<file path="config.mk">
export PLATFORM = sky130hd
export DESIGN_NAME = iob_axis_framer_flat
export DESIGN_NICKNAME = d
export VERILOG_FILES = /design/src/rtl/iob_axis_framer_if.sv /design/src/rtl/iob_axis_framer.sv /design/src/flat_wrapper.sv
export SDC_FILE = /design/constraint.sdc
export NUM_CORES = 1
export LEC_CHECK = 0
export BUFFER_PORTS_ARGS = -buffer_cell sky130_fd_sc_hd__buf_2
export CORE_ASPECT_RATIO = 1.5
export CORE_UTILIZATION = 53
export CTS_BUF_LIST = sky130_fd_sc_hd__clkbuf_4
export DETAILED_ROUTE_END_ITERATION = 10
export GPL_ROUTABILITY_DRIVEN = 0
export PLACE_DENSITY_LB_ADDON = 0.12
export SYNTH_ARGS = -nofsm -noshare
export SYNTH_HDL_FRONTEND = slang
export SYNTH_SLANG_ARGS = --single-unit
</file>
<file path="constraint.sdc">
create_clock -name clk_i -period 3.8 [get_ports clk_i]
set_input_delay 0.76 -clock clk_i [delete_from_list [all_inputs] [get_ports clk_i]]
set_output_delay 0.76 -clock clk_i [all_outputs]
set_load 0.05 [all_outputs]
</file>
<file path="src/rtl/iob_axis_framer_if.sv">
// AXI-Stream bundle for iob_axis_framer. The raw input side carries no tlast,
// so the slave modport leaves it out.
interface iob_axis_framer_if #(
    parameter int DATA_W = 32
);
    logic [DATA_W-1:0] tdata;
    logic              tvalid;
    logic              tready;
    logic              tlast;

    modport master (output tdata, output tvalid, output tlast, input tready);
    modport slave  (input tdata, input tvalid, output tready);
endinterface

</file>
<file path="src/rtl/iob_axis_framer.sv">
// Adds tlast to a raw word stream, either by word count or by idle timeout.
// Define IOB_AXIS_FRAMER_TIMEOUT_EN to compile in the idle counter and timeout flush.
module iob_axis_framer #(
    parameter int DATA_W    = 32,
    parameter int LEN_W     = 10,
    parameter int TIMEOUT_W = 16
) (
    input  logic                 clk_i,
    input  logic                 cke_i,
    input  logic                 rst_i,
    input  logic                 en_i,
    input  logic [LEN_W-1:0]     nwords_i,
    input  logic [TIMEOUT_W-1:0] timeout_i,
    iob_axis_framer_if.slave     s_axis,
    iob_axis_framer_if.master    m_axis,
    output logic                 frame_done_o,
    output logic [LEN_W-1:0]     word_cnt_o
);
    typedef enum logic [1:0] {
        ST_EMPTY = 2'd0,
        ST_HOLD  = 2'd1,
        ST_FLUSH = 2'd2
    } state_t;

    state_t            r_state;
    state_t            w_state_nxt;
    logic [DATA_W-1:0] r_h_data;
    logic [DATA_W-1:0] r_o_data;
    logic              r_o_valid;
    logic              r_o_last;
    logic              r_frame_done;
    logic [LEN_W-1:0]  r_word_cnt;

    logic w_h_v;
    logic w_o_free;
    logic w_s_tready;
    logic w_in_hs;
    logic w_final;
    logic w_to_hit;
    logic w_xfer;
    logic w_xfer_last;

    assign w_h_v      = (r_state != ST_EMPTY);
    assign w_o_free   = !r_o_valid || m_axis.tready;
    assign w_s_tready = en_i && !rst_i && (!w_h_v || w_o_free);
    assign w_in_hs    = s_axis.tvalid && w_s_tready;
    assign w_final    = (nwords_i != '0) && (r_word_cnt == nwords_i - LEN_W'(1));

`ifdef IOB_AXIS_FRAMER_TIMEOUT_EN
    logic [TIMEOUT_W-1:0] r_idle_cnt;

    // Timeout condition without the O-free term; the FSM applies that term.
    assign w_to_hit = (timeout_i != '0) && w_h_v && (r_idle_cnt >= timeout_i);

    always_ff @(posedge clk_i) begin
        if (rst_i) begin
            r_idle_cnt <= '0;
        end else if (cke_i) begin
            if (!w_h_v || w_in_hs) begin
                r_idle_cnt <= '0;
            end else if (r_idle_cnt != '1) begin
                r_idle_cnt <= r_idle_cnt + TIMEOUT_W'(1);
            end
        end
    end
`else
    logic w_unused_timeout;
    assign w_unused_timeout = ^timeout_i;
    assign w_to_hit         = 1'b0;
`endif

    // NOTE: every signal gets a default before the case, so no latch can be inferred.
    always_comb begin
        w_state_nxt = r_state;
        w_xfer      = 1'b0;
        w_xfer_last = 1'b0;
        case (r_state)
            ST_EMPTY: begin
                if (w_in_hs) begin
                    w_state_nxt = ST_HOLD;
                end
            end
            ST_HOLD, ST_FLUSH: begin
                w_xfer_last = w_final || w_to_hit || (r_state == ST_FLUSH);
                w_xfer      = w_o_free && (w_xfer_last || w_in_hs);
                if (w_xfer) begin
                    w_state_nxt = w_in_hs ? ST_HOLD : ST_EMPTY;
                end else if (w_xfer_last) begin
                    w_state_nxt = ST_FLUSH;
                end
            end
            default: w_state_nxt = ST_EMPTY;
        endcase
    end

    // NOTE: sequential state uses non-blocking assignments so every register samples pre-edge values.
    always_ff @(posedge clk_i) begin
        if (rst_i) begin
            r_state      <= ST_EMPTY;
            r_o_valid    <= 1'b0;
            r_o_last     <= 1'b0;
            r_o_data     <= '0;
            r_word_cnt   <= '0;
            r_frame_done <= 1'b0;
        end else if (cke_i) begin
            r_state      <= w_state_nxt;
            r_frame_done <= r_o_valid && m_axis.tready && r_o_last;
            if (w_xfer) begin
                r_o_valid  <= 1'b1;
                r_o_data   <= r_h_data;
                r_o_last   <= w_xfer_last;
                r_word_cnt <= w_xfer_last ? '0 : r_word_cnt + LEN_W'(1);
            end else if (m_axis.tready) begin
                r_o_valid <= 1'b0;
                r_o_last  <= 1'b0;
            end
        end
    end

    // NOTE: H data needs no reset; the state register says whether it is meaningful.
    always_ff @(posedge clk_i) begin
        if (cke_i && w_in_hs) begin
            r_h_data <= s_axis.tdata;
        end
    end

    assign s_axis.tready = w_s_tready;
    assign m_axis.tdata  = r_o_data;
    assign m_axis.tvalid = r_o_valid;
    assign m_axis.tlast  = r_o_last;
    assign frame_done_o  = r_frame_done;
    assign word_cnt_o    = r_word_cnt;
endmodule

</file>
<file path="src/flat_wrapper.sv">
// flat-port wrapper written by rule: the top's interface ports become plain ports
module iob_axis_framer_flat 
#(
    parameter int DATA_W    = 32,
    parameter int LEN_W     = 10,
    parameter int TIMEOUT_W = 16
)
  (clk_i, cke_i, rst_i, en_i, nwords_i, timeout_i, frame_done_o, word_cnt_o, s_axis_tdata, s_axis_tvalid, s_axis_tready, m_axis_tdata, m_axis_tvalid, m_axis_tlast, m_axis_tready);
  iob_axis_framer_if #(.DATA_W(DATA_W)) s_axis_i ();
  iob_axis_framer_if #(.DATA_W(DATA_W)) m_axis_i ();
  input  logic clk_i;
  input  logic cke_i;
  input  logic rst_i;
  input  logic en_i;
  input  logic [LEN_W-1:0] nwords_i;
  input  logic [TIMEOUT_W-1:0] timeout_i;
  output logic frame_done_o;
  output logic [LEN_W-1:0] word_cnt_o;
  input wire logic [$bits(s_axis_i.tdata)-1:0] s_axis_tdata;
  input wire logic [$bits(s_axis_i.tvalid)-1:0] s_axis_tvalid;
  output wire logic [$bits(s_axis_i.tready)-1:0] s_axis_tready;
  output wire logic [$bits(m_axis_i.tdata)-1:0] m_axis_tdata;
  output wire logic [$bits(m_axis_i.tvalid)-1:0] m_axis_tvalid;
  output wire logic [$bits(m_axis_i.tlast)-1:0] m_axis_tlast;
  input wire logic [$bits(m_axis_i.tready)-1:0] m_axis_tready;
  assign s_axis_i.tdata = s_axis_tdata;
  assign s_axis_i.tvalid = s_axis_tvalid;
  assign s_axis_tready = s_axis_i.tready;
  assign m_axis_tdata = m_axis_i.tdata;
  assign m_axis_tvalid = m_axis_i.tvalid;
  assign m_axis_tlast = m_axis_i.tlast;
  assign m_axis_i.tready = m_axis_tready;
  iob_axis_framer #(.DATA_W(DATA_W), .LEN_W(LEN_W), .TIMEOUT_W(TIMEOUT_W)) u_core (.clk_i(clk_i), .cke_i(cke_i), .rst_i(rst_i), .en_i(en_i), .nwords_i(nwords_i), .timeout_i(timeout_i), .s_axis(s_axis_i), .m_axis(m_axis_i), .frame_done_o(frame_done_o), .word_cnt_o(word_cnt_o));
endmodule
</file>
## After elaboration in Yosys (flattened, before gate mapping)

Index checks and enable logic that the tools add are counted.

| operators by class | value |
|---|---|
| add/sub/neg operators | 2 |
| equality and inequality tests | 5 |
| mux-type cells | 11 |
| reductions and logical operators | 23 |

Operator list:

| kind | count |
|---|---|
| $add A10 B1 Y10 const B | 1 |
| $eq A10 B10 Y1 | 1 |
| $mux W10 | 1 |
| $reduce_bool A10 Y1 | 1 |
| $sub A10 B1 Y10 const B | 1 |
| $logic_and A1 B1 Y1 | 8 |
| $mux W1 | 6 |
| $mux W2 | 3 |
| $logic_or A1 B1 Y1 | 4 |
| $pmux W2 S2 | 1 |
| $reduce_and A2 Y1 | 2 |
| $reduce_bool A2 Y1 | 2 |
| $logic_not A1 Y1 | 3 |
| $ne A3 B1 Y1 const B | 1 |
| $reduce_and A3 Y1 | 1 |
| $eq A2 B1 Y1 const B | 1 |
| $eq A2 B2 Y1 const B | 1 |
| $logic_not A2 Y1 | 1 |
| $ne A2 B1 Y1 const B | 1 |
| $reduce_or A2 Y1 | 1 |

| storage, ports and cells | value |
|---|---|
| flip-flop bits (word level) | 79 |

## Longest topological paths before layout

| logic depth | value |
|---|---|
| depth after elaboration | 10 |
| gate-level depth with buffers | 12 |

## Worst setup path before layout

OpenSTA, ideal clock, no wires.

| path | value |
|---|---|
| path type | input to register |
| from | in nwords_i[0] |
| to | reg u_core.r_word_cnt[5] (netlist: u_core.word_cnt_o[5]) |
| arrival | 3.307 ns |
| required time | 3.728 ns |
| setup slack | 0.420 ns |
| stages on the path | 11 |
| path through | inv_1 -> ha_1 -> buf_2 -> or4b_4 -> a2111oi_4 -> o32ai_1 -> o21a_1 -> o31a_1 -> buf_6 -> or4_1 -> a21oi_1 |

| between the ends | value |
|---|---|
| longest elaborated chain between the ends | 8 |
| elaborated cells on any way between the ends | 11 |

RTL lines:

| what | RTL line | text |
|---|---|---|
| start, declared | flat_wrapper.sv:15 | `input logic [LEN_W-1:0] nwords_i;` |
| $sub A10 B1 Y10 | iob_axis_framer.sv:47 | `assign w_final = (nwords_i != '0) && (r_word_cnt == nwords_i - LEN_W'(1));` |
| $eq A10 B10 Y1 | iob_axis_framer.sv:47 |  |
| $logic_and A1 B1 Y1 (*) | iob_axis_framer.sv:47 |  |
| $logic_or A1 B1 Y1 (*) | iob_axis_framer.sv:84 | `w_xfer_last = w_final \|\| w_to_hit \|\| (r_state == ST_FLUSH);` |
| $logic_or A1 B1 Y1 | iob_axis_framer.sv:85 | `w_xfer = w_o_free && (w_xfer_last \|\| w_in_hs);` |
| $logic_and A1 B1 Y1 | iob_axis_framer.sv:85 |  |
| $mux W1 | iob_axis_framer.sv:77 | `case (r_state)` |
| $reduce_and A2 Y1 (no line) | - |  |
| end signal, assigned | iob_axis_framer.sv:112 | `r_word_cnt <= w_xfer_last ? '0 : r_word_cnt + LEN_W'(1);` |
| end, declared | iob_axis_framer.sv:32 | `logic [LEN_W-1:0] r_word_cnt;` |

Every way passes the cells marked *; elsewhere a longest branch is shown, timed or not.
A chain may end at the register's enable or synchronous reset.

## Final worst setup path

| path | value |
|---|---|
| from | in nwords_i[0] |
| to | reg u_core.r_word_cnt[6] (netlist: u_core.word_cnt_o[6]) |

Same word-level chain as after synthesis.

==> summary.md <==
The library cells used most frequently in the layout, excluding fill and tap cells, are sky130_fd_sc_hd__buf_2 (93), sky130_fd_sc_hd__dfxtp_1 (47), sky130_fd_sc_hd__a21oi_1 (45). The total global-route track usage is 0.2431. The number of instances on the worst hold path works out to 2. Clock-pin slew was measured on the worst setup and hold paths at 0.12 ns. Critical path class: in -> reg.

The worst-case headroom to the max-slew limit was 0.5368. The synthesized netlist contains 45 unique library cells. The tools report the peak clock frequency supported by timing as 308.3 MHz. In this run the count of I/O pins placed on the die edge is 110.

After routing, the total negative slack on setup checks comes to 0 ns. The count of buffers added on input and output ports is 93. For the number of antenna violations at the first check in global routing, the log shows 0. The area of the core came out at 6218 um2. The cell sitting at the root of the clock tree is a sky130_fd_sc_hd__clkbuf_4. The initial cell density of the core was 0.5561. The detailed-routing iteration count for the pre-antenna-repair pass is 4. Yosys printed 0 warnings. Power density over the cells: 419.8 nW/um2.

STA classifies the critical path startpoint as a primary input. The share of final-layout standard cells stronger than drive strength 1 was 0.2905. After the flow finishes, the layout carries non-filler instances totaling 518. The tools report the final hold violation count as 0.

The critical path runs through a total of 10 cells. Measured along the y axis, the die boundary spans 100.9 um. Buffers inserted during clock tree synthesis total 9. The kind of path behind the tightest hold check was reg -> reg. The top cell type's share of synthesized area works out to 0.2779. The clock passes through at most 2 buffers. The core occupancy in the finished layout was 0.6779; the async set-reset flop share out of synthesis was 0.

In this run, synthesis inferred 32 flip-flops with an integrated enable. The top flip-flop cell by instance count after synthesis was sky130_fd_sc_hd__dfxtp_1. Max-cap violations in this run came to 0. The synthesized cell area is 3458 um2, and the largest net degree at the start of global routing is 40.

For the worst-skew pair later-pin latency, the log shows 0.43 ns. Worst path arrival time: 3.61 ns. The kind of end point of the critical path was a register. The repair_antennas step left the layout with diodes totalling 0.

For this run, the post-layout net count is 509. Sorting the synthesized cells by area gives the leading types as sky130_fd_sc_hd__edfxtp_1 (28%), sky130_fd_sc_hd__dfxtp_1 (27%), sky130_fd_sc_hd__a21oi_1 (6.5%), sky130_fd_sc_hd__nand3_1 (5.4%), sky130_fd_sc_hd__o21ai_0 (5.4%). The clock net in this run drives a total of 79 sinks. Counting I/O delays and the setup requirement, the final critical path takes 3.244 ns. The logs give 0 for the residual DRC count and 507 for the number of fill cells in the layout. For this block, the via count after detailed routing is 3004. The average instance in the mapped netlist occupies 9.995 um2.

Across the VDD grid, the largest voltage drop is 0.3199 mV. The post-synthesis net count was 416. The number of vias per cell after detailed routing came out at 5.799. The final critical-path share of the clock period is 0.8537.

The first global-routing pass estimated 12360 um of wire. The horizontal extent of the die is 67.96 um. The slew at the pin with the worst max-slew slack was 0.6948 ns.

TritonCTS built the clock tree. Synthesis inferred 79 register bits. The kind of cell with the highest combined delay along the critical path is compound AO/OA/AOI/OAI gates. The run gives 0.5499 as the part of the Yosys area used for sequential elements. The biggest area consumer among synthesized cells is sky130_fd_sc_hd__edfxtp_1. The tools report the number of pins exceeding their max-slew limit in the final report as 0. After legalization and detailed placement, the total HPWL measured 5241 um. The total buffers and inverters traversed by the critical path was 2. Setup repair after global routing left no endpoint under its margin.

Relative to the synthesized area, the layout overhead comes to 21.89%. Between clock sinks in the finished design, the worst skew comes to 0.009179 ns. After clock tree synthesis, the repair step resized 0 gates. The number of buffers inserted by post-CTS setup repair was 0. The largest driver fanout on the critical path works out to 22.

The logs give 0 for the count of endpoints failing setup in the final report and 115 for the violation count after the first detailed-route iteration. The logs give 4031 um2 for the cell area after placement and 0 for the number of nets with antenna violations after routing. The number of cells traversed by the worst register-to-register path is 7, and the required time reported for the critical path endpoint is 4.16 ns. The slowest stage of the critical path belongs to the cell sky130_fd_sc_hd__or4_1. The average wire per cell in the routed design works out to 15.03 um. The signal on the critical path passes through buf_2 -> inv_1 -> ha_1 -> or4b_4 -> a2111oi_4 -> o32ai_1 -> o21a_1 -> o31a_1 -> or4_1 -> a21oi_1. For the final wirelength, the log shows 7783 um. In this run the static leakage power is 1.626 nW. The final cell area excluding filler cells is 4215 um2. The cell total after placement is 502, and the overflow left after global routing is 0.

The commonest non-fill, non-tap cell in the layout was sky130_fd_sc_hd__buf_2. On the worst path, the slowest cell contributes a delay of 0.57 ns. The flow ran to the end, and the final reports show no timing, DRC or antenna violations.

Row generation in the floorplan step produced 35 rows. The area enclosed by the die boundary came out at 6859 um2. After clock tree synthesis, the flow added hold-fix buffers numbering 0. CTS built an H-tree with a depth of 3.

The cell count after synthesis came out at 346. The via count of the first global-routing pass is 2743.
[final cells by class]
cell class	count	area, um2	area share
Inverter	8	30.03	0.007124
Timing Repair Buffer	106	575.6	0.1365
Tap cell	74	92.59	0.02196
Clock buffer	10	75.07	0.01781
Clock inverter	6	108.9	0.02582
Multi-Input combinational cell	235	1431	0.3396
Sequential cell	79	1902	0.4512
[report_power, final]
part,switching [W],internal [W],leakage [nW]
Combinational,0.000163,0.0000724,0.856
Clock,0.000282,0.000340,0.100
Sequential,0.00000870,0.000903,0.670
[layer usage]
metal	global-route usage	vias up	routed length, um
met5	0	-	0
met4	0.09455	0	115
met3	0.06787	8	450
met2	0.4163	88	4125
met1	0.2779	1428	3092
li1	-	1480	-
[final timing paths]
check | start | end | slack, ns
max reg2reg | u_core.word_cnt_o[2] | u_core.word_cnt_o[6] | 1.01
min | u_core.m_axis.tdata[17] | u_core.m_axis.tdata[17] | 0.48
max | nwords_i[0] | u_core.word_cnt_o[6] | 0.56
min reg2reg | u_core.m_axis.tdata[17] | u_core.m_axis.tdata[17] | 0.48
[flip-flops by register name, indices dropped and copies added, names as in the netlist]
name	flops
u_core.word_cnt_o	10
u_core.m_axis.tlast	1
u_core.r_state	2
u_core.m_axis.tdata	32
u_core.frame_done_o	1
u_core.r_h_data	32
u_core.m_axis.tvalid	1
[through the flow]
stage                     worst slack [ns]  total power [W]  hold WS (ns)
after global placement              0.1773         0.001163        0.4551
after floorplan                     0.4201         0.001084        0.4917
after detailed placement            0.1179         0.001168        0.4635
after global routing                0.3522         0.001845        0.4572
after CTS                           0.5691         0.001783        0.4812
final                               0.5560         0.001769        0.4799
[logic make-up (layout without fill, tap and decap cells)]
logic type	after synthesis	in the layout	synth area share
compound gates	114	114	0.1972
simple gates	101	101	0.1556
flops	79	79	0.5499
buf+inv	32	130	0.03943
xor+xnor	13	13	0.03292
fa+ha+maj	6	6	0.02171
mux	1	1	0.003256
[cell usage after synthesis (2+ instances only)]
| cell | count |
|---|---|
| sky130_fd_sc_hd__nand4_1 | 4 |
| sky130_fd_sc_hd__and3_1 | 3 |
| sky130_fd_sc_hd__nand3b_1 | 2 |
| sky130_fd_sc_hd__a21oi_1 | 45 |
| sky130_fd_sc_hd__buf_6 | 2 |
| sky130_fd_sc_hd__nor3_1 | 6 |
| sky130_fd_sc_hd__xnor2_1 | 7 |
| sky130_fd_sc_hd__or3_1 | 3 |
| sky130_fd_sc_hd__nor4_1 | 2 |
| sky130_fd_sc_hd__o31a_1 | 2 |
| sky130_fd_sc_hd__o211ai_1 | 2 |
| sky130_fd_sc_hd__o31ai_1 | 8 |
| sky130_fd_sc_hd__or4_1 | 7 |
| sky130_fd_sc_hd__o32ai_1 | 2 |
| sky130_fd_sc_hd__nand3_1 | 37 |
| sky130_fd_sc_hd__ha_1 | 6 |
| sky130_fd_sc_hd__a211oi_1 | 5 |
| sky130_fd_sc_hd__clkbuf_1 | 18 |
| sky130_fd_sc_hd__xor2_1 | 6 |
| sky130_fd_sc_hd__inv_1 | 8 |
| sky130_fd_sc_hd__o21ai_0 | 37 |
| sky130_fd_sc_hd__dfxtp_1 | 47 |
| sky130_fd_sc_hd__a31oi_1 | 4 |
| sky130_fd_sc_hd__nand2b_1 | 3 |
| sky130_fd_sc_hd__buf_1 | 3 |
| sky130_fd_sc_hd__nor2_1 | 9 |
| sky130_fd_sc_hd__edfxtp_1 | 32 |
| sky130_fd_sc_hd__nand2_1 | 19 |
[tightest hold or removal path, stage by stage, from the launching register on]
cell and delay [ns]:
sky130_fd_sc_hd__dfxtp_1 0.33, sky130_fd_sc_hd__o21ai_0 0.06, sky130_fd_sc_hd__a21oi_1 0.06
Note: power is estimated with default switching activity, not from simulation.
